==> src/rtl/uart_pkt_pkg.sv <==
// Shared types and constants for the UART packet framing stage.
package uart_pkt_pkg;

  typedef enum logic [2:0] {
    ST_HUNT    = 3'd0,
    ST_LEN     = 3'd1,
    ST_PAYLOAD = 3'd2,
    ST_CHECK   = 3'd3,
    ST_DRAIN   = 3'd4
  } state_e;

  localparam logic [7:0] DEFAULT_SYNC_BYTE = 8'hA5;
  localparam int         CHK_W             = 8;

  // Running checksum is a plain modulo-256 sum.
  function automatic logic [CHK_W-1:0] chk_add(input logic [CHK_W-1:0] acc,
                                                input logic [7:0]       b);
    return acc + CHK_W'(b);
  endfunction

endpackage

==> src/rtl/uart_packet_rx_if.sv <==
// Byte-in / payload-out signal bundle of the packet framer; slave is the framer side.
interface uart_packet_rx_if;

  logic       i_RX_DV;
  logic [7:0] i_RX_Byte;
  logic [7:0] o_Data;
  logic       o_Data_Valid;
  logic       i_Data_Ready;
  logic       o_Data_Last;
  logic [7:0] o_Pkt_Len;
  logic       o_Err_Chk;
  logic       o_Err_Len;
  logic       o_Err_Timeout;
  logic       o_Err_Overrun;
  logic [2:0] o_State;

  modport slave (
    input  i_RX_DV, i_RX_Byte, i_Data_Ready,
    output o_Data, o_Data_Valid, o_Data_Last, o_Pkt_Len,
    output o_Err_Chk, o_Err_Len, o_Err_Timeout, o_Err_Overrun, o_State
  );

  modport master (
    output i_RX_DV, i_RX_Byte, i_Data_Ready,
    input  o_Data, o_Data_Valid, o_Data_Last, o_Pkt_Len,
    input  o_Err_Chk, o_Err_Len, o_Err_Timeout, o_Err_Overrun, o_State
  );

endinterface

==> src/rtl/uart_byte_strobe.sv <==
// Turns the receiver's level-style byte-valid into a one-cycle strobe per byte.
module uart_byte_strobe (
  input  logic       clk_i,
  input  logic       rst_i,
  input  logic       rx_dv_i,
  input  logic [7:0] rx_byte_i,
  output logic       strobe_o,
  output logic [7:0] byte_o
);

  logic       dv_q;
  logic [7:0] byte_q;

  // dv_q resets high so a valid level held through reset is not taken as a new byte.
  always_ff @(posedge clk_i) begin
    if (rst_i) begin
      dv_q   <= 1'b1;
      byte_q <= 8'h00;
    end else begin
      dv_q <= rx_dv_i;
      if (strobe_o) begin
        byte_q <= rx_byte_i;
      end
    end
  end

  assign strobe_o = rx_dv_i & ~dv_q;
  assign byte_o   = strobe_o ? rx_byte_i : byte_q;

endmodule

==> src/rtl/uart_packet_rx.sv <==
// Packet framer: hunts for sync, buffers a length-prefixed checksummed frame,
// then drains the payload over valid/ready with one-cycle error pulses.
module uart_packet_rx
  import uart_pkt_pkg::*;
#(
  parameter int         MAX_LEN      = 16,
  parameter logic [7:0] SYNC_BYTE    = DEFAULT_SYNC_BYTE,
  parameter int         TIMEOUT_CLKS = 50000
) (
  input logic             i_Clock,
  input logic             i_Reset,
  uart_packet_rx_if.slave bus
);

  localparam int IDX_W = (MAX_LEN > 1) ? $clog2(MAX_LEN) : 1;
  localparam int TMR_W = (TIMEOUT_CLKS > 1) ? $clog2(TIMEOUT_CLKS) : 1;

  logic             strobe_s;
  logic [7:0]       byte_s;
  logic             timeout_s;
  logic             buf_we_s;
  logic             drain_s;

  state_e           state_q, state_d;
  logic [7:0]       len_q, len_d;
  logic [IDX_W-1:0] last_idx_q, last_idx_d;
  logic [IDX_W-1:0] wr_idx_q, wr_idx_d;
  logic [IDX_W-1:0] rd_idx_q, rd_idx_d;
  logic [CHK_W-1:0] chk_q, chk_d;
  logic [TMR_W-1:0] timer_q, timer_d;
  logic [7:0]       buf_q [MAX_LEN];

  logic [7:0]       data_q, data_d;
  logic             valid_q, valid_d;
  logic             last_q, last_d;
  logic [7:0]       pkt_len_q, pkt_len_d;
  logic             err_chk_q, err_chk_d;
  logic             err_len_q, err_len_d;
  logic             err_tmo_q, err_tmo_d;
  logic             err_ovr_q, err_ovr_d;

  uart_byte_strobe u_strobe (
    .clk_i     (i_Clock),
    .rst_i     (i_Reset),
    .rx_dv_i   (bus.i_RX_DV),
    .rx_byte_i (bus.i_RX_Byte),
    .strobe_o  (strobe_s),
    .byte_o    (byte_s)
  );

  assign timeout_s = (timer_q == TMR_W'(TIMEOUT_CLKS - 1));

  // Next-state logic; a strobe always takes priority over an expiring timer.
  always_comb begin
    state_d    = state_q;
    len_d      = len_q;
    last_idx_d = last_idx_q;
    wr_idx_d   = wr_idx_q;
    rd_idx_d   = rd_idx_q;
    chk_d      = chk_q;
    timer_d    = timer_q;
    buf_we_s   = 1'b0;
    err_chk_d  = 1'b0;
    err_len_d  = 1'b0;
    err_tmo_d  = 1'b0;
    err_ovr_d  = 1'b0;
    case (state_q)
      ST_HUNT: begin
        if (strobe_s && (byte_s == SYNC_BYTE)) begin
          state_d = ST_LEN;
          timer_d = {TMR_W{1'b0}};
        end else begin
          state_d = ST_HUNT;
        end
      end
      ST_LEN, ST_PAYLOAD, ST_CHECK: begin
        if (strobe_s) begin
          timer_d = {TMR_W{1'b0}};
          if (state_q == ST_LEN) begin
            if ((byte_s == 8'd0) || (byte_s > 8'(MAX_LEN))) begin
              err_len_d = 1'b1;
              state_d   = ST_HUNT;
            end else begin
              len_d      = byte_s;
              last_idx_d = IDX_W'(byte_s - 8'd1);
              chk_d      = CHK_W'(byte_s);
              wr_idx_d   = {IDX_W{1'b0}};
              state_d    = ST_PAYLOAD;
            end
          end else if (state_q == ST_PAYLOAD) begin
            buf_we_s = 1'b1;
            chk_d    = chk_add(chk_q, byte_s);
            if (wr_idx_q == last_idx_q) begin
              state_d = ST_CHECK;
            end else begin
              wr_idx_d = wr_idx_q + IDX_W'(1);
            end
          end else begin
            if (byte_s == chk_q) begin
              rd_idx_d = {IDX_W{1'b0}};
              state_d  = ST_DRAIN;
            end else begin
              err_chk_d = 1'b1;
              state_d   = ST_HUNT;
            end
          end
        end else if (timeout_s) begin
          err_tmo_d = 1'b1;
          timer_d   = {TMR_W{1'b0}};
          state_d   = ST_HUNT;
        end else begin
          timer_d = timer_q + TMR_W'(1);
        end
      end
      ST_DRAIN: begin
        err_ovr_d = strobe_s;
        if (bus.i_Data_Ready) begin
          if (rd_idx_q == last_idx_q) begin
            state_d = ST_HUNT;
          end else begin
            rd_idx_d = rd_idx_q + IDX_W'(1);
          end
        end else begin
          rd_idx_d = rd_idx_q;
        end
      end
      default: begin
        state_d = ST_HUNT;
      end
    endcase
  end

  // Output stream values are prepared from the next state so they leave a register.
  always_comb begin
    drain_s   = (state_d == ST_DRAIN);
    valid_d   = drain_s;
    data_d    = drain_s ? buf_q[rd_idx_d] : 8'h00;
    last_d    = drain_s && (rd_idx_d == last_idx_d);
    pkt_len_d = drain_s ? len_d : 8'h00;
  end

  // Control, datapath and output registers.
  always_ff @(posedge i_Clock) begin
    if (i_Reset) begin
      state_q    <= ST_HUNT;
      len_q      <= 8'h00;
      last_idx_q <= {IDX_W{1'b0}};
      wr_idx_q   <= {IDX_W{1'b0}};
      rd_idx_q   <= {IDX_W{1'b0}};
      chk_q      <= {CHK_W{1'b0}};
      timer_q    <= {TMR_W{1'b0}};
      data_q     <= 8'h00;
      valid_q    <= 1'b0;
      last_q     <= 1'b0;
      pkt_len_q  <= 8'h00;
      err_chk_q  <= 1'b0;
      err_len_q  <= 1'b0;
      err_tmo_q  <= 1'b0;
      err_ovr_q  <= 1'b0;
    end else begin
      state_q    <= state_d;
      len_q      <= len_d;
      last_idx_q <= last_idx_d;
      wr_idx_q   <= wr_idx_d;
      rd_idx_q   <= rd_idx_d;
      chk_q      <= chk_d;
      timer_q    <= timer_d;
      data_q     <= data_d;
      valid_q    <= valid_d;
      last_q     <= last_d;
      pkt_len_q  <= pkt_len_d;
      err_chk_q  <= err_chk_d;
      err_len_q  <= err_len_d;
      err_tmo_q  <= err_tmo_d;
      err_ovr_q  <= err_ovr_d;
    end
  end

  // Payload buffer.
  always_ff @(posedge i_Clock) begin
    if (i_Reset) begin
      for (int i = 0; i < MAX_LEN; i++) begin
        buf_q[i] <= 8'h00;
      end
    end else if (buf_we_s) begin
      buf_q[wr_idx_q] <= byte_s;
    end
  end

  assign bus.o_Data        = data_q;
  assign bus.o_Data_Valid  = valid_q;
  assign bus.o_Data_Last   = last_q;
  assign bus.o_Pkt_Len     = pkt_len_q;
  assign bus.o_Err_Chk     = err_chk_q;
  assign bus.o_Err_Len     = err_len_q;
  assign bus.o_Err_Timeout = err_tmo_q;
  assign bus.o_Err_Overrun = err_ovr_q;
  assign bus.o_State       = state_q;

endmodule

==> src/flat_wrapper.sv <==
// flat-port wrapper written by rule: the top's interface ports become plain ports
module uart_packet_rx_flat import uart_pkt_pkg::*;
#(
  parameter int         MAX_LEN      = 16,
  parameter logic [7:0] SYNC_BYTE    = DEFAULT_SYNC_BYTE,
  parameter int         TIMEOUT_CLKS = 50000
)
  (i_Clock, i_Reset, bus_i_RX_DV, bus_i_RX_Byte, bus_i_Data_Ready, bus_o_Data, bus_o_Data_Valid, bus_o_Data_Last, bus_o_Pkt_Len, bus_o_Err_Chk, bus_o_Err_Len, bus_o_Err_Timeout, bus_o_Err_Overrun, bus_o_State);
  uart_packet_rx_if bus_i ();
  input logic i_Clock;
  input logic i_Reset;
  input wire logic [$bits(bus_i.i_RX_DV)-1:0] bus_i_RX_DV;
  input wire logic [$bits(bus_i.i_RX_Byte)-1:0] bus_i_RX_Byte;
  input wire logic [$bits(bus_i.i_Data_Ready)-1:0] bus_i_Data_Ready;
  output wire logic [$bits(bus_i.o_Data)-1:0] bus_o_Data;
  output wire logic [$bits(bus_i.o_Data_Valid)-1:0] bus_o_Data_Valid;
  output wire logic [$bits(bus_i.o_Data_Last)-1:0] bus_o_Data_Last;
  output wire logic [$bits(bus_i.o_Pkt_Len)-1:0] bus_o_Pkt_Len;
  output wire logic [$bits(bus_i.o_Err_Chk)-1:0] bus_o_Err_Chk;
  output wire logic [$bits(bus_i.o_Err_Len)-1:0] bus_o_Err_Len;
  output wire logic [$bits(bus_i.o_Err_Timeout)-1:0] bus_o_Err_Timeout;
  output wire logic [$bits(bus_i.o_Err_Overrun)-1:0] bus_o_Err_Overrun;
  output wire logic [$bits(bus_i.o_State)-1:0] bus_o_State;
  assign bus_i.i_RX_DV = bus_i_RX_DV;
  assign bus_i.i_RX_Byte = bus_i_RX_Byte;
  assign bus_i.i_Data_Ready = bus_i_Data_Ready;
  assign bus_o_Data = bus_i.o_Data;
  assign bus_o_Data_Valid = bus_i.o_Data_Valid;
  assign bus_o_Data_Last = bus_i.o_Data_Last;
  assign bus_o_Pkt_Len = bus_i.o_Pkt_Len;
  assign bus_o_Err_Chk = bus_i.o_Err_Chk;
  assign bus_o_Err_Len = bus_i.o_Err_Len;
  assign bus_o_Err_Timeout = bus_i.o_Err_Timeout;
  assign bus_o_Err_Overrun = bus_i.o_Err_Overrun;
  assign bus_o_State = bus_i.o_State;
  uart_packet_rx #(.MAX_LEN(MAX_LEN), .SYNC_BYTE(SYNC_BYTE), .TIMEOUT_CLKS(TIMEOUT_CLKS)) u_core (.i_Clock(i_Clock), .i_Reset(i_Reset), .bus(bus_i));
endmodule
==> config.mk <==
export PLATFORM = sky130hd
export DESIGN_NAME = uart_packet_rx_flat
export DESIGN_NICKNAME = d
export VERILOG_FILES = /design/src/rtl/uart_pkt_pkg.sv /design/src/rtl/uart_packet_rx_if.sv /design/src/rtl/uart_byte_strobe.sv /design/src/rtl/uart_packet_rx.sv /design/src/flat_wrapper.sv
export SDC_FILE = /design/constraint.sdc
export NUM_CORES = 1
export LEC_CHECK = 0
export ABC_AREA = 1
export BUFFER_PORTS_ARGS = -buffer_cell sky130_fd_sc_hd__buf_2
export CORE_UTILIZATION = 45
export DETAILED_ROUTE_END_ITERATION = 10
export RECOVER_POWER = 50
export SYNTH_ARGS = -nofsm -noshare
export SYNTH_HDL_FRONTEND = slang
export SYNTH_SLANG_ARGS = --single-unit
==> constraint.sdc <==
create_clock -name i_Clock -period 4.3 [get_ports i_Clock]
set_input_delay 0.215 -clock i_Clock [delete_from_list [all_inputs] [get_ports i_Clock]]
set_output_delay 0.215 -clock i_Clock [all_outputs]
set_load 0.05 [all_outputs]
After elaboration in Yosys (flattened, before gate mapping)
Memories as Yosys holds them, arrays and structs flattened. A register that Yosys moved wholly into a read port is not among the register bits.
Cells that the tools add are included.

storage, ports and cells
  flip-flop bits (word level) = 70
  logic and storage cells = 114
  bits of input ports = 12
  output and inout port bits = 25
  memories = 1
  RAM bits = 128

memory list
  memory        depth  bits a word  rd ports  clocked after memory_dff  wr ports  line                  text
  u_core.buf_q  16     8            1         1                         16        uart_packet_rx.sv:31  logic [7:0] buf_q [MAX_LEN];

cells by class
  multiplexer cells = 53
  bitwise operators = 7
  equal/unequal tests = 14
  reduce and logical (&&, ||, !) cells = 17
  $add $sub $neg = 5
  $lt $le $gt $ge = 1

operator list
  kind                                                 count
  two-way mux 8 bit                                    9
  two-way mux 4 bit                                    15
  two-way mux 16 bit                                   3
  one-hot mux 16 bit (2 select lines)                  1
  two-way mux 3 bit                                    8
  adder 16 x 1 -> 16 bit, second input constant        1
  equality test 16 bit, second input constant          1
  two-way mux 1 bit                                    14
  equality test 4 bit                                  3
  one-hot mux 3 bit (3 select lines)                   1
  adder 4 x 1 -> 4 bit, second input constant          2
  adder 8 bit                                          1
  equality test 8 bit                                  1
  equality test 8 bit, second input constant           1
  > comparator 8 x 5 -> 1 bit, second input constant   1
  zero test 8 bit                                      1
  one-hot mux 4 bit (2 select lines)                   1
  OR reduction 8 bit                                   1
  equality test 3 x 2 -> 1 bit, second input constant  2
  equality test 3 bit, second input constant           2
  NOT 1 bit                                            6
  OR reduction 3 bit                                   2
  AND reduction 5 bit                                  1
  OR reduction 5 bit                                   1
  other kinds (14)                                     18

Longest topological paths before layout
Gate-level depths: netlist of run 1.

  depth after elaboration = 12
  mapped depth = 24
  mapped depth without buffers = 19

Cells and area by module
A second synthesis of run 1 with hierarchy kept.

unflattened totals
  cells, all modules = 1203
  area total of the unflattened synthesis = 10229.8 um^2

modules (own cells, without submodules)
  module            times used  area an instance (um^2)  cells an instance  sequential area each (um^2)
  uart_packet_rx    1           9714.3                   1132               5225.0
  uart_byte_strobe  1           515.5                    71                 180.2

Least setup slack after synthesis of run 1
No wires, ideal clock.

  kind = register -> register
  start point = register u_core.u_strobe.dv_q
  end point = register u_core.data_q[6] (netlist: u_core.bus.o_Data[6]), read port of u_core.buf_q
  path slack = 1.107 ns
  setup time = 0.115 ns
  required time = 4.185 ns
  buffers on the path = 6
  arrival time = 3.078 ns
  period minus slack after synthesis = 3.193 ns
  stages on the path, launching flop included = 23
  cells stage by stage = dfxtp_1 > inv_1 > nand2_2 > buf_6 > buf_6 > nand2_1 > o21a_1 > clkbuf_1 > clkbuf_1 > inv_1 > ha_1 > nor2_1 > nand2_1 > nor2_1 > nand3_4 > nand3_2 > buf_4 > buf_2 > nand2_1 > nand3_1 > nand3_1 > a21oi_1 > nor2_1

on the way
  word-level cells in the longest chain between the ends = 12
  elaborated cells between the ends (all ways) = 24
  those cells by class = order compare: 1; eq/ne: 3; mux: 13; bitwise: 3; reduce/logical: 4

RTL lines
  what                                                           line                                        text
  from (decl)                                                    uart_byte_strobe.sv:11                      logic dv_q;
  from (signal assigned)                                         uart_byte_strobe.sv:20                      dv_q <= rx_dv_i;
  NOT 1 bit (*)                                                  uart_byte_strobe.sv:27                      assign strobe_o = rx_dv_i & ~dv_q;
  AND 1 bit (*)                                                  uart_byte_strobe.sv:27
  two-way mux 8 bit (*)                                          n/a
  named net u_core.byte_s[0]                                     uart_packet_rx.sv:19                        logic [7:0] byte_s;
  > comparator 8 x 5 -> 1 bit, or another cell as far along      uart_packet_rx.sv:80                        if ((byte_s == 8'd0) || (byte_s > 8'(MAX_LEN))) begin
  logical OR 1 bit / two-way mux 3 bit (equally long branches)   uart_packet_rx.sv:80, uart_packet_rx.sv:99
  two-way mux 2 bit / two-way mux 3 bit (equally long branches)  uart_packet_rx.sv:80, uart_packet_rx.sv:90
  two-way mux 3 bit                                              uart_packet_rx.sv:79                        if (state_q == ST_LEN) begin
  two-way mux 3 bit                                              uart_packet_rx.sv:77                        if (strobe_s) begin
  one-hot mux 3 bit (3 select lines)                             uart_packet_rx.sv:67                        case (state_q)
  equality test 3 bit                                            uart_packet_rx.sv:135                       drain_s = (state_d == ST_DRAIN);
  NOT 1 bit (no source line)                                     n/a
  OR reduction 2 bit (no source line)                            n/a
  to (decl)                                                      uart_packet_rx.sv:33                        logic [7:0] data_q, data_d;

Mark *: on every way through the listed nets, which the timed path passes. The rest lies on a longest branch.
A chain may end at the register's enable or synchronous reset.

Worst setup path after layout of run 1
  start point = input port bus_i_RX_DV
  end point = register u_core.data_q[0] (netlist: u_core.bus.o_Data[0]), read port of u_core.buf_q

on the way
  word-level cells in the longest chain between the ends = 11
  elaborated cells between the ends (all ways) = 23
  those cells by class = order compare: 1; eq/ne: 3; mux: 13; bitwise: 2; reduce/logical: 4

RTL lines
  what                                                           line                                        text
  from (decl)                                                    flat_wrapper.sv:12                          input wire logic [$bits(bus_i.i_RX_DV)-1:0] bus_i_RX_DV;
  AND 1 bit (*)                                                  uart_byte_strobe.sv:27
  two-way mux 8 bit (*)                                          n/a
  named net u_core.byte_s[2]                                     uart_packet_rx.sv:19
  > comparator 8 x 5 -> 1 bit, or another cell as far along      uart_packet_rx.sv:80
  logical OR 1 bit / two-way mux 3 bit (equally long branches)   uart_packet_rx.sv:80, uart_packet_rx.sv:99
  two-way mux 2 bit / two-way mux 3 bit (equally long branches)  uart_packet_rx.sv:80, uart_packet_rx.sv:90
  two-way mux 3 bit                                              uart_packet_rx.sv:79
  two-way mux 3 bit                                              uart_packet_rx.sv:77
  one-hot mux 3 bit (3 select lines)                             uart_packet_rx.sv:67
  equality test 3 bit                                            uart_packet_rx.sv:135
  NOT 1 bit (no source line)                                     n/a
  OR reduction 2 bit (no source line)                            n/a

Marks and branches as above.

==> metrics.txt, run 1 <==
status finished, final reports clean; height of the chip 153 um; pin count of the biggest net entering global routing 76; CTS max path bufs 3; CTS tree built; Power Density 386 nW/um^2; Wirelength per Cell 17.5 um; DRT iter0 DRCs 630; R2R depth 17; Crit Path Max Fanout 34; Max Cap Viol 0; CTS sink cnt 206; cell area after synthesis 10,300 um^2; hold path depth 5; first drt pass iteration count 5; Worst setup SP type input port; clock buffers created by TritonCTS 23; Relative slew margins 0.0254; Synth Instances 1,235; WP data required 4.74 ns; max-slew violation count 0; antenna cell count 0; PortBufs 36; CP endpoint kind flip-flop; vias in the first global route 7,952; Synth Register Bits 206; Hold Fails Final Rpt 0; worst hold margin 0.185 ns; Max Clock Skew 0.00891 ns; Syn Nets 1,263; P&R area growth vs syn 10.2%; syn_area_per_cell 8.30 um^2; Hold Crit Class input port to flip-flop; fin area 11,300 um^2; Initial Utilization 0.464; Seq/Total Area, Yosys 0.527; Setup WS pre-CTS 1.01 ns; Least-Margin Pin Slew 1.46 ns; final antenna-violating net count 0; VDD IR max 0.317 mV; RSZ-0062 raised after global routing false; Static Leak 4.69 nW; critical path class input port to flip-flop; DRC Markers 0; Via-to-Cell Ratio 5.34; setup_tns 0 ns; HPWL after detailed placement 17.4 mm; all-layer global routing usage 0.234; Die X-Extent 153 um; Final setup viols 0; Setup crit start bus_i_RX_DV; Nets 1,279; CP Data Arrival Time 3.99 ns; Final Wtd Congestion 0.862; core area 22,100 um^2; layout cells sized above 1 0.0726; min Tclk post-route 3.56 ns; number of I/O pins 37; CTS Root Cell clkbuf_16; die area 23,400 um^2; clock latency on the worst-skew pair 0.51 ns; via count 8,257; Rows 54; Final Util 0.511; grt ovf 0; placed cell area 10,600 um^2; Yosys cell types 46; initial antenna violation count 0; Worst-path clk slew 0.06 ns; FMAX 281 MHz; Synth warnings 0; H-Tree Depth 1; Tcrit/Tclk final 0.827; Hold Crit Start bus_i_Data_Ready; Routed WL 27.1 mm; first-pass GRT wire length 43.1 mm; Final WS setup 0.745 ns; Critical R2R Launch u_core.u_strobe.dv_q$_SDFF_PP1_
## cell type report
type | instances | area, um^2
multi-input combinational | 774 | 3780
timing repair buffer | 51 | 264
fill | 2158 | 10800
inverter | 195 | 737
tap | 280 | 350
clock buffer | 35 | 677
sequential | 206 | 5410
clock inverter | 6 | 80.1
## cells in the final DEF, fill, tap and decap left out, drive strengths merged
cell	Yosys	layout
xor2	9	9
o2111ai	5	5
dfxtp	78	78
clkinv	4	8
bufinv	0	2
o21a	3	3
clkbuf	22	64
buf	38	21
nand2	244	244
fa	1	1
nor4	3	3
nor3b	2	2
nand4	63	63
a21oi	44	44
a31oi	1	1
o211ai	2	2
inv	191	191
xnor2	2	2
nor2	195	195
nand3b	4	4
a211oi	1	1
dlygate4sd3	0	1
ha	15	15
nand3	121	121
and3	2	2
nor3	17	17
o21ai	35	35
edfxtp	128	128
or2	5	5
## state kept, by name (all words and copies together) (netlist names), 3 cells and up
| signal | flops |
|---|---|
| u_core.buf_q | 128 |
| u_core.bus.o_Data | 8 |
| u_core.bus.o_Pkt_Len | 8 |
| u_core.bus.o_State | 3 |
| u_core.chk_q | 8 |
| u_core.last_idx_q | 4 |
| u_core.len_q | 8 |
| u_core.rd_idx_q | 4 |
| u_core.timer_q | 16 |
| u_core.u_strobe.byte_q | 8 |
| u_core.wr_idx_q | 4 |
## critical path, cell delays in order
cell and delay, ns:
dlygate4sd3_1 0.52, clkbuf_1 0.17, nand2_2 0.27, o21ai_0 0.57, ha_1 0.39, nor2_1 0.11, nand2_1 0.06, nor2_1 0.24
nand3_4 0.17, nand3_2 0.10, nand2_2 0.05, inv_2 0.46, nand3_1 0.21, nand3_1 0.14, nand2_1 0.07, nand2_1 0.05
nand2_1 0.05, nor2_1 0.12
## power breakdown
part,internal (mW),switching [mW]
Combinational,0.0459,0.147
Sequential,2.15,0.0149
Clock,1.20,0.801
Total,3.39,0.962
## what timing repair did
| action | CTS | global route |
|---|---|---|
| hold buffers | 1 | 0 |
| endpoints found under the hold margin | 1 | 0 |
| buffers inserted | 0 | 0 |
| resized for setup | 0 | 0 |
## final timing paths
| kind | end | slack [ns] |
|---|---|---|
| max | u_core.bus.o_Data[0]$_SDFF_PP0_ | 0.74 |
| min reg2reg | u_core.len_q[5]$_SDFF_PP0_ | 0.44 |
| min | u_core.rd_idx_q[3]$_SDFF_PP0_ | 0.18 |
| max reg2reg | u_core.bus.o_Data[0]$_SDFF_PP0_ | 0.79 |
## synth_stat cells (all sizes together)
cell type,number,share of area
nand2,244,0.093
nand4,63,0.038
a211oi,1,0.00073
edfxtp,128,0.37
nor3,17,0.010
or2,5,0.0033
nor3b,2,0.0020
xnor2,2,0.0017
dfxtp,78,0.15
a31oi,1,0.00061
nand3,121,0.065
nor4,3,0.0018
a21oi,44,0.023
o21ai,35,0.019
o21a,3,0.0022
xor2,9,0.0077
nand3b,4,0.0029
and3,2,0.0012
buf,38,0.021
inv,191,0.070
nor2,195,0.074
clkinv,4,0.0020
fa,1,0.0020
o211ai,2,0.0015
ha,15,0.018
clkbuf,22,0.0081
o2111ai,5,0.0043
## kinds of logic after synthesis
kind of cell    after synthesis  share of synthesized area
simple gates                656                      0.292
flops                       206                      0.527
compound gates               91                     0.0508
buf+inv                     255                      0.101
fa+ha+maj                    16                     0.0203
xor+xnor                     11                    0.00940
## layer usage
| metal | GRT usage | vias up | part of all wire |
|---|---|---|---|
| met2 | 0.384 | 254 | 0.47 |
| met4 | 0.0654 | 0 | 0.020 |
| met3 | 0.0295 | 44 | 0.055 |
| met5 | 0 | - | 0 |
| met1 | 0.325 | 3917 | 0.46 |
| li1 | - | 4042 | - |
## metrics by stage
step	power, mW	cells
after floorplan	2.33	1235
after global placement	2.40	1505
after detailed placement	2.40	1505
after CTS	4.39	1547
after global routing	4.47	1547
final	4.36	1547
(Power assumes the default switching activity.)
==> run 2, diff against run 1 <==
ABC_AREA = 0   (was 1)
clock period = 2.95 ns   (was 4.3 ns; I/O delays follow)
==> run 2 against run 1 <==
Compared with the run above:
- the run now ends with setup timing left
- combinational power up 76%
- worst setup slack worse by 1.1 ns
- via count up 7.8%
- largest cell class unchanged
==> metrics.txt, run 2 <==
Post-synth ARST share 0 (unchanged); Initial Utilization 0.461 (was 0.464); min Tclk post-route 3.34 ns; Hold Crit Start bus_i_RX_Byte[1] (was bus_i_Data_Ready); DRC Markers 0 (unchanged); Relative slew margins 0.0512 (was 0.0254); Syn Nets 1,125 (was 1,263); critical path class flip-flop to flip-flop (was input port to flip-flop); status complete, but fails checks (was finished, final reports clean); Power Internal 4.80 mW (was 3.39 mW); all-layer global routing usage 0.255 (was 0.234); CTS max path bufs 3 (unchanged); Worst-path clk slew 0.06 ns (about the same); Synth Register Bits 206 (unchanged); Most flops, register u_core.buf_q (unchanged); first-pass GRT wire length 47.0 mm (was 43.1 mm); vias in the first global route 8,278 (was 7,952); final antenna-violating net count 0 (unchanged); Filler cells 1,942 (was 2,158); CTS Root Cell clkbuf_16 (unchanged); VDD IR max 0.331 mV (was 0.317 mV); height of the chip 155 um (was 153 um); layout cells sized above 1 0.236 (was 0.0726); top cell type's share of synthesized area 0.366 (was 0.375); die area 23,900 um^2 (was 23,400 um^2); Synth warnings 0 (unchanged); CTS tree built (unchanged); pin count of the biggest net entering global routing 65 (was 76); Critical R2R Launch u_core.u_strobe.dv_q$_SDFF_PP1_ (unchanged); syn_area_per_cell 9.57 um^2 (was 8.30 um^2); WP data required 3.36 ns (was 4.74 ns); clock latency on the worst-skew pair 0.53 ns (was 0.51 ns); max-slew violation count 0 (unchanged); Die X-Extent 155 um (was 153 um); initial antenna violation count 1 (was 0); CP Data Arrival Time 3.74 ns (was 3.99 ns); H-Tree Depth 1 (unchanged); Final setup viols 131 (was 0); switching part of the total 0.230 (was 0.221); Static Leak 4.69 nW (about the same); Post-synth top cells nor2_1, edfxtp_1, nand2_1 (was nand2_1, nor2_1, inv_1); Final Wtd Congestion 0.815 (was 0.862); RSZ-0062 raised after global routing true (was false); setup_tns -19.40 ns (was 0 ns); CTS sink cnt 206 (unchanged); PortBufs 36 (unchanged); Tcrit/Tclk final 1.13; most frequent cells in the layout nor2_1, edfxtp_1, buf_4 (was nand2_1, nor2_1, inv_1); Regs by FF count u_core.buf_q (128), u_core.timer_q (16) (unchanged); Yosys cell types 75 (was 46); placed insts 1,496 (was 1,505); post-route insts no fill 1,567 (was 1,547); clock buffers created by TritonCTS 23 (unchanged); Synth Instances 1,097 (was 1,235); number of flops mapped to enable cells by yosys 128 (unchanged); FMAX 300 MHz; via count 8,900 (was 8,257); grt ovf 0 (unchanged); core area 22,800 um^2 (was 22,100 um^2); R2R depth 16 (was 17); most common cell after layout, fill and taps aside nor2_1 (was nand2_1); Wirelength per Cell 19.8 um (was 17.5 um); Hold Crit Class input port to flip-flop (unchanged); CP endpoint kind flip-flop (unchanged); Comb power frac 0.054 (was 0.044); Synth Flop Type edfxtp_1 (unchanged); Worst R2R End u_core.bus.o_Data[6]$_SDFF_PP0_ (was u_core.bus.o_Data[0]$_SDFF_PP0_); part of the power in registers 0.510 (was 0.496); Max Cap Viol 0 (unchanged); DRT iter0 DRCs 712 (was 630); Least-Margin Pin Slew 1.42 ns (was 1.46 ns); Synth area leaders edfxtp_1, dfxtp_1, nor2_1 (was edfxtp_1, dfxtp_1, nand2_1); Worst setup SP type flip-flop (was input port); HPWL after detailed placement 19.8 mm (was 17.4 mm); number of flip-flops in the largest register 128 (unchanged); Max Clock Skew 0.0126 ns (was 0.00891 ns); Power Density 465 nW/um^2 (was 386 nW/um^2); Rows 55 (was 54); failing checks setup timing; Nets 1,264 (was 1,279); Via-to-Cell Ratio 5.68 (was 5.34); first drt pass iteration count 6 (was 5); Routed WL 31.0 mm (was 27.1 mm); P&R area growth vs syn 27.7% (was 10.2%); Crit Path Max Fanout 7 (was 34); cell area after synthesis 10,500 um^2 (was 10,300 um^2); Final WS setup -0.386 ns (was 0.745 ns); most numerous cell in the Yosys netlist nor2_1 (was nand2_1); Hold Fails Final Rpt 0 (unchanged); number of I/O pins 37 (unchanged); Synth area leader edfxtp_1 (unchanged); WHS Endpoint u_core.u_strobe.byte_q[1]$_SDFF_PP0_ (was u_core.rd_idx_q[3]$_SDFF_PP0_); Worst R2R Setup Slack -0.39 ns (was 0.79 ns); Clock power frac 0.435 (was 0.460); hold path depth 4 (was 5); sw power 1.43 mW (was 0.962 mW); Seq/Total Area, Yosys 0.515 (was 0.527)
## run 2: stage by stage
stage               utilization  power [mW]  hold WS, ns  cell area, um^2  setup slack [ns]
floorplan                     -        3.39        0.254            10700            -0.405
global placement          0.524        3.52        0.408            11900            -0.700
detailed placement        0.524        3.53        0.403            11900            -0.806
CTS                       0.568        6.25        0.187            12900            -0.344
global route              0.589        6.39        0.174            13400            -0.563
finish                    0.589        6.24        0.149            13400            -0.386
## run 2: timing repair
action | in CTS | in global routing
cloned | 1 | 0
setup buffers | 11 | 14
pin swaps | 27 | 32
endpoints found under the hold margin | 2 | 0
hold buffers | 2 | 0
gates resized for setup | 41 | 88
endpoints found under the setup margin | 21 | 40
## run 2: power by group through the flow
stage / clock network (mW) / logic (mW) / registers [mW]
finish: 2.72 / 0.339 / 3.18
global route: 2.84 / 0.365 / 3.19
CTS: 2.75 / 0.322 / 3.18
detailed placement: 0 / 0.286 / 3.24
global placement: 0 / 0.283 / 3.24
floorplan: 0 / 0.175 / 3.22
## run 2: how the worst max path moves through the flow
stage / start / to / slack (ns) / cells past startpoint
after floorplan: u_core.u_strobe.dv_q$_SDFF_PP1_ / u_core.bus.o_Data[4]$_SDFF_PP0_ / -0.41 / 17
final: u_core.u_strobe.dv_q$_SDFF_PP1_ / u_core.bus.o_Data[6]$_SDFF_PP0_ / -0.39 / 16
after CTS: u_core.u_strobe.dv_q$_SDFF_PP1_ / u_core.bus.o_Data[2]$_SDFF_PP0_ / -0.34 / 15
after global routing: u_core.u_strobe.dv_q$_SDFF_PP1_ / u_core.bus.o_Data[7]$_SDFF_PP0_ / -0.56 / 17
after detailed placement: u_core.u_strobe.dv_q$_SDFF_PP1_ / u_core.bus.o_Data[3]$_SDFF_PP0_ / -0.81 / 15
after global placement: u_core.u_strobe.dv_q$_SDFF_PP1_ / u_core.bus.o_Data[3]$_SDFF_PP0_ / -0.70 / 15
## run 2: logic make-up after synthesis
family          count (synthesis)  synth area share
mux                            53            0.0525
buf+inv                        94            0.0386
fa+ha+maj                      16            0.0198
compound gates                169             0.114
flops                         206             0.515
xor+xnor                       36            0.0329
simple gates                  523             0.227
## run 2: layer usage
metal | track usage | vias up | wire length (um)
li1 | - | 4198 | -
met4 | 0.100 | 0 | 1150
met1 | 0.345 | 4330 | 13500
met5 | 0 | - | 0
met3 | 0.0255 | 68 | 1570
met2 | 0.422 | 304 | 14800
## run 2: worst max-delay path: stages (launching register included)
cell and delay, ns:
dfxtp_2 0.33, nor2b_4 0.13, buf_12 0.16, mux2i_4 0.25, inv_2 0.07, ha_4 0.23
nor4_4 0.26, nand2_2 0.13, or4_4 0.58, buf_6 0.14, a31o_4 0.23, buf_8 0.14
buf_12 0.12, o221ai_2 0.04, a21oi_1 0.10, a22oi_2 0.20, o21ai_1 0.09
## run 2: layout make-up
class | instances | area, um^2 | share of cell area
Inverter | 16 | 62.6 | 0.00466
Tap cell | 313 | 392 | 0.0292
Clock buffer | 35 | 661 | 0.0493
Timing Repair Buffer | 191 | 1490 | 0.111
Antenna cell | 1 | 2.50 | 0.000187
Sequential cell | 206 | 5410 | 0.403
Clock inverter | 7 | 38.8 | 0.00289
Multi-Input combinational cell | 798 | 5350 | 0.399
==> run 3, diff against run 2 <==
BUFFER_PORTS_ARGS = -buffer_cell sky130_fd_sc_hd__clkbuf_2   (was -buffer_cell sky130_fd_sc_hd__buf_2)
==> run 3 against run 2 <==
Compared with the run above:
- the flow finishes with violations (capacitance limit, slew limit, setup timing)
- total power rose by 1.0%
- cell count down 1.3%
- final area is 1.8% lower
- largest power group unchanged
==> metrics.txt, run 3 (same netlist as run 2, synthesis figures left out) <==
Hold Crit Class input port to flip-flop (unchanged); vias in the first global route 8,160 (was 8,278); Top Usage Layer GRT met2 (unchanged); Least-Margin Pin Slew 1.69 ns (was 1.42 ns); core area 22,800 um^2 (unchanged); grt ovf 0 (unchanged); most frequent cells in the layout nor2_1, edfxtp_1, buf_4 (unchanged); height of the chip 155 um (unchanged); CTS Root Cell clkbuf_16 (unchanged); number of I/O pins 37 (unchanged); Final WS setup -0.279 ns (was -0.386 ns); Critical Path, Cell by Cell buf_4, nand2b_4, mux2i_2, inv_1, ha_1, nor3_2, nand2_2, or4_4, a31oi_4, or2b_4, buf_12, o22ai_2, nor4_2, a21oi_1 (was nor2b_4, buf_12, mux2i_4, inv_2, ha_4, nor4_4, nand2_2, or4_4, buf_6, a31o_4, buf_8, buf_12, o221ai_2, a21oi_1, a22oi_2, o21ai_1); Regs by FF count u_core.buf_q (128), u_core.timer_q (16) (unchanged); pin count of the biggest net entering global routing 83 (was 65); H-Tree Depth 1 (unchanged); Power Density 478 nW/um^2 (was 465 nW/um^2); DRC Markers 0 (unchanged); CTS max path bufs 3 (unchanged); number of flip-flops in the largest register 128 (unchanged); Final setup viols 106 (was 131); Rows 55 (unchanged); Nets 1,245 (was 1,264); layout cells sized above 1 0.219 (was 0.236); Tcrit/Tclk final 1.09 (was 1.13); CP Data Arrival Time 3.62 ns (was 3.74 ns); die area 23,900 um^2 (unchanged); largest delay contributor family on the critical path simple AND/OR/NAND/NOR gates (unchanged); initial antenna violation count 0 (was 1); setup_tns -17.50 ns (was -19.40 ns); register area 5410 um^2 (unchanged); FMAX 310 MHz (was 300 MHz); most common cell after layout, fill and taps aside nor2_1 (unchanged); status complete, but fails checks (unchanged); RSZ-0062 raised after global routing true (unchanged); met2 Resource Use GR 0.409 (was 0.422); DRT iter0 DRCs 600 (was 712); Slowest-stage cell, CP or4_4 (unchanged); all-layer global routing usage 0.249 (was 0.255); via count 8,655 (was 8,900); Relative slew margins -0.129 (was 0.0512); PortBufs 36 (unchanged); Filler cells 1,951 (was 1,942); Buf+Inv Stages, Crit Path 3 (was 5); Die X-Extent 155 um (unchanged); CP endpoint kind flip-flop (unchanged); Via-to-Cell Ratio 5.59 (was 5.68); Max Cap Viol 1 (was 0); met1 usage 0.329 (was 0.345); first-pass GRT wire length 45.6 mm (was 47.0 mm); antenna cell count 0 (was 1); clock buffers created by TritonCTS 24 (was 23); Initial Utilization 0.461 (unchanged); final antenna-violating net count 0 (unchanged); HPWL after detailed placement 19.6 mm (was 19.8 mm); CTS sink cnt 206 (unchanged); P&R area growth vs syn 25.5% (was 27.7%); Worst setup SP type flip-flop (unchanged); CTS tree built (unchanged); Most flops, register u_core.buf_q (unchanged); Static Leak 4.59 nW (was 4.69 nW); met3 Usage GRT 0.0317 (was 0.0255); max-slew violation count 33 (was 0); critical path class flip-flop to flip-flop (unchanged); Final Wtd Congestion 0.845 (was 0.815); clock latency on the worst-skew pair 0.52 ns (was 0.53 ns); Worst-path clk slew 0.06 ns (about the same); WP data required 3.34 ns (was 3.36 ns); failing checks capacitance limit, slew limit, setup timing (was setup timing); VDD IR max 0.427 mV (was 0.331 mV); Hold Fails Final Rpt 0 (unchanged); Setup WS pre-CTS -0.891 ns (was -0.806 ns); Wirelength per Cell 19.0 um (was 19.8 um); area occupied by multi-input gates 5230 um^2 (was 5350 um^2); min Tclk post-route 3.23 ns (was 3.34 ns); Max Clock Skew 0.0118 ns (was 0.0126 ns); max incr delay on CP 0.47 ns (was 0.58 ns); first drt pass iteration count 7 (was 6); Routed WL 29.4 mm (was 31.0 mm); Crit Path Max Fanout 8 (was 7)
[run 3: final cells by class]
cell class	instances	share of cell area
clock buffers	40	0.0549
clock inverters	3	0.00114
inverters	16	0.00475
multi-input cells	798	0.397
flip-flops and latches	206	0.410
well taps	313	0.0297
repair buffers	171	0.102
[run 3: worst reg2reg max path, cell delays in order (launching register included)]
cell,delay [ns]
dfxtp_2,0.35
buf_4,0.11
nand2b_4,0.12
mux2i_2,0.24
inv_1,0.11
ha_1,0.33
nor3_2,0.22
nand2_2,0.13
or4_4,0.48
a31oi_4,0.25
or2b_4,0.25
buf_12,0.14
o22ai_2,0.09
nor4_2,0.22
a21oi_1,0.06
[run 3: worst paths after layout]
check                                        from                                    to  slack (ns)  cells past startpoint
setup reg to reg  u_core.u_strobe.dv_q$_SDFF_PP1_       u_core.bus.o_Data[1]$_SDFF_PP0_       -0.28                     14
setup / recovery  u_core.u_strobe.dv_q$_SDFF_PP1_       u_core.bus.o_Data[1]$_SDFF_PP0_       -0.28                     14
hold reg to reg        u_core.len_q[5]$_SDFF_PP0_    u_core.bus.o_Pkt_Len[5]$_SDFF_PP0_        0.44                      1
hold / removal                   bus_i_RX_Byte[7]  u_core.u_strobe.byte_q[7]$_SDFF_PP0_        0.20                      4
[run 3: per-layer routing]
layer  vias up  wire length (um)
li1       4157                 -
met1      4139             12700
met2       284             13900
met3        75              1670
met4         0              1220
met5         -                 0
[run 3: metrics by stage]
stage               total power, mW  hold WS [ns]  area, um^2   util  instances
finish                         6.30         0.201       13200  0.578       1547
global route                   6.49         0.213       13200  0.578       1547
CTS                            6.34         0.179       12900  0.568       1543
detailed placement             3.53         0.435       11900  0.522       1490
global placement               3.53         0.432       11900  0.522       1490
floorplan                      3.39         0.254       10700      -       1097
[run 3: repair_timing]
item	4_1_cts	5_1_grt
buffers inserted	6	5
gates cloned	3	0
setup endpoints to repair	21	32
pin swaps	15	17
resized for setup	46	51
hold buffers	2	0
hold endpoints to repair	3	0
[run 3: power by group]
| part | switching [mW] | total [mW] | internal [mW] |
|---|---|---|---|
| logic | 0.209 | 0.336 | 0.127 |
| registers | 0.0452 | 3.18 | 3.13 |
| clock network | 1.13 | 2.79 | 1.66 |
| total | 1.38 | 6.30 | 4.92 |
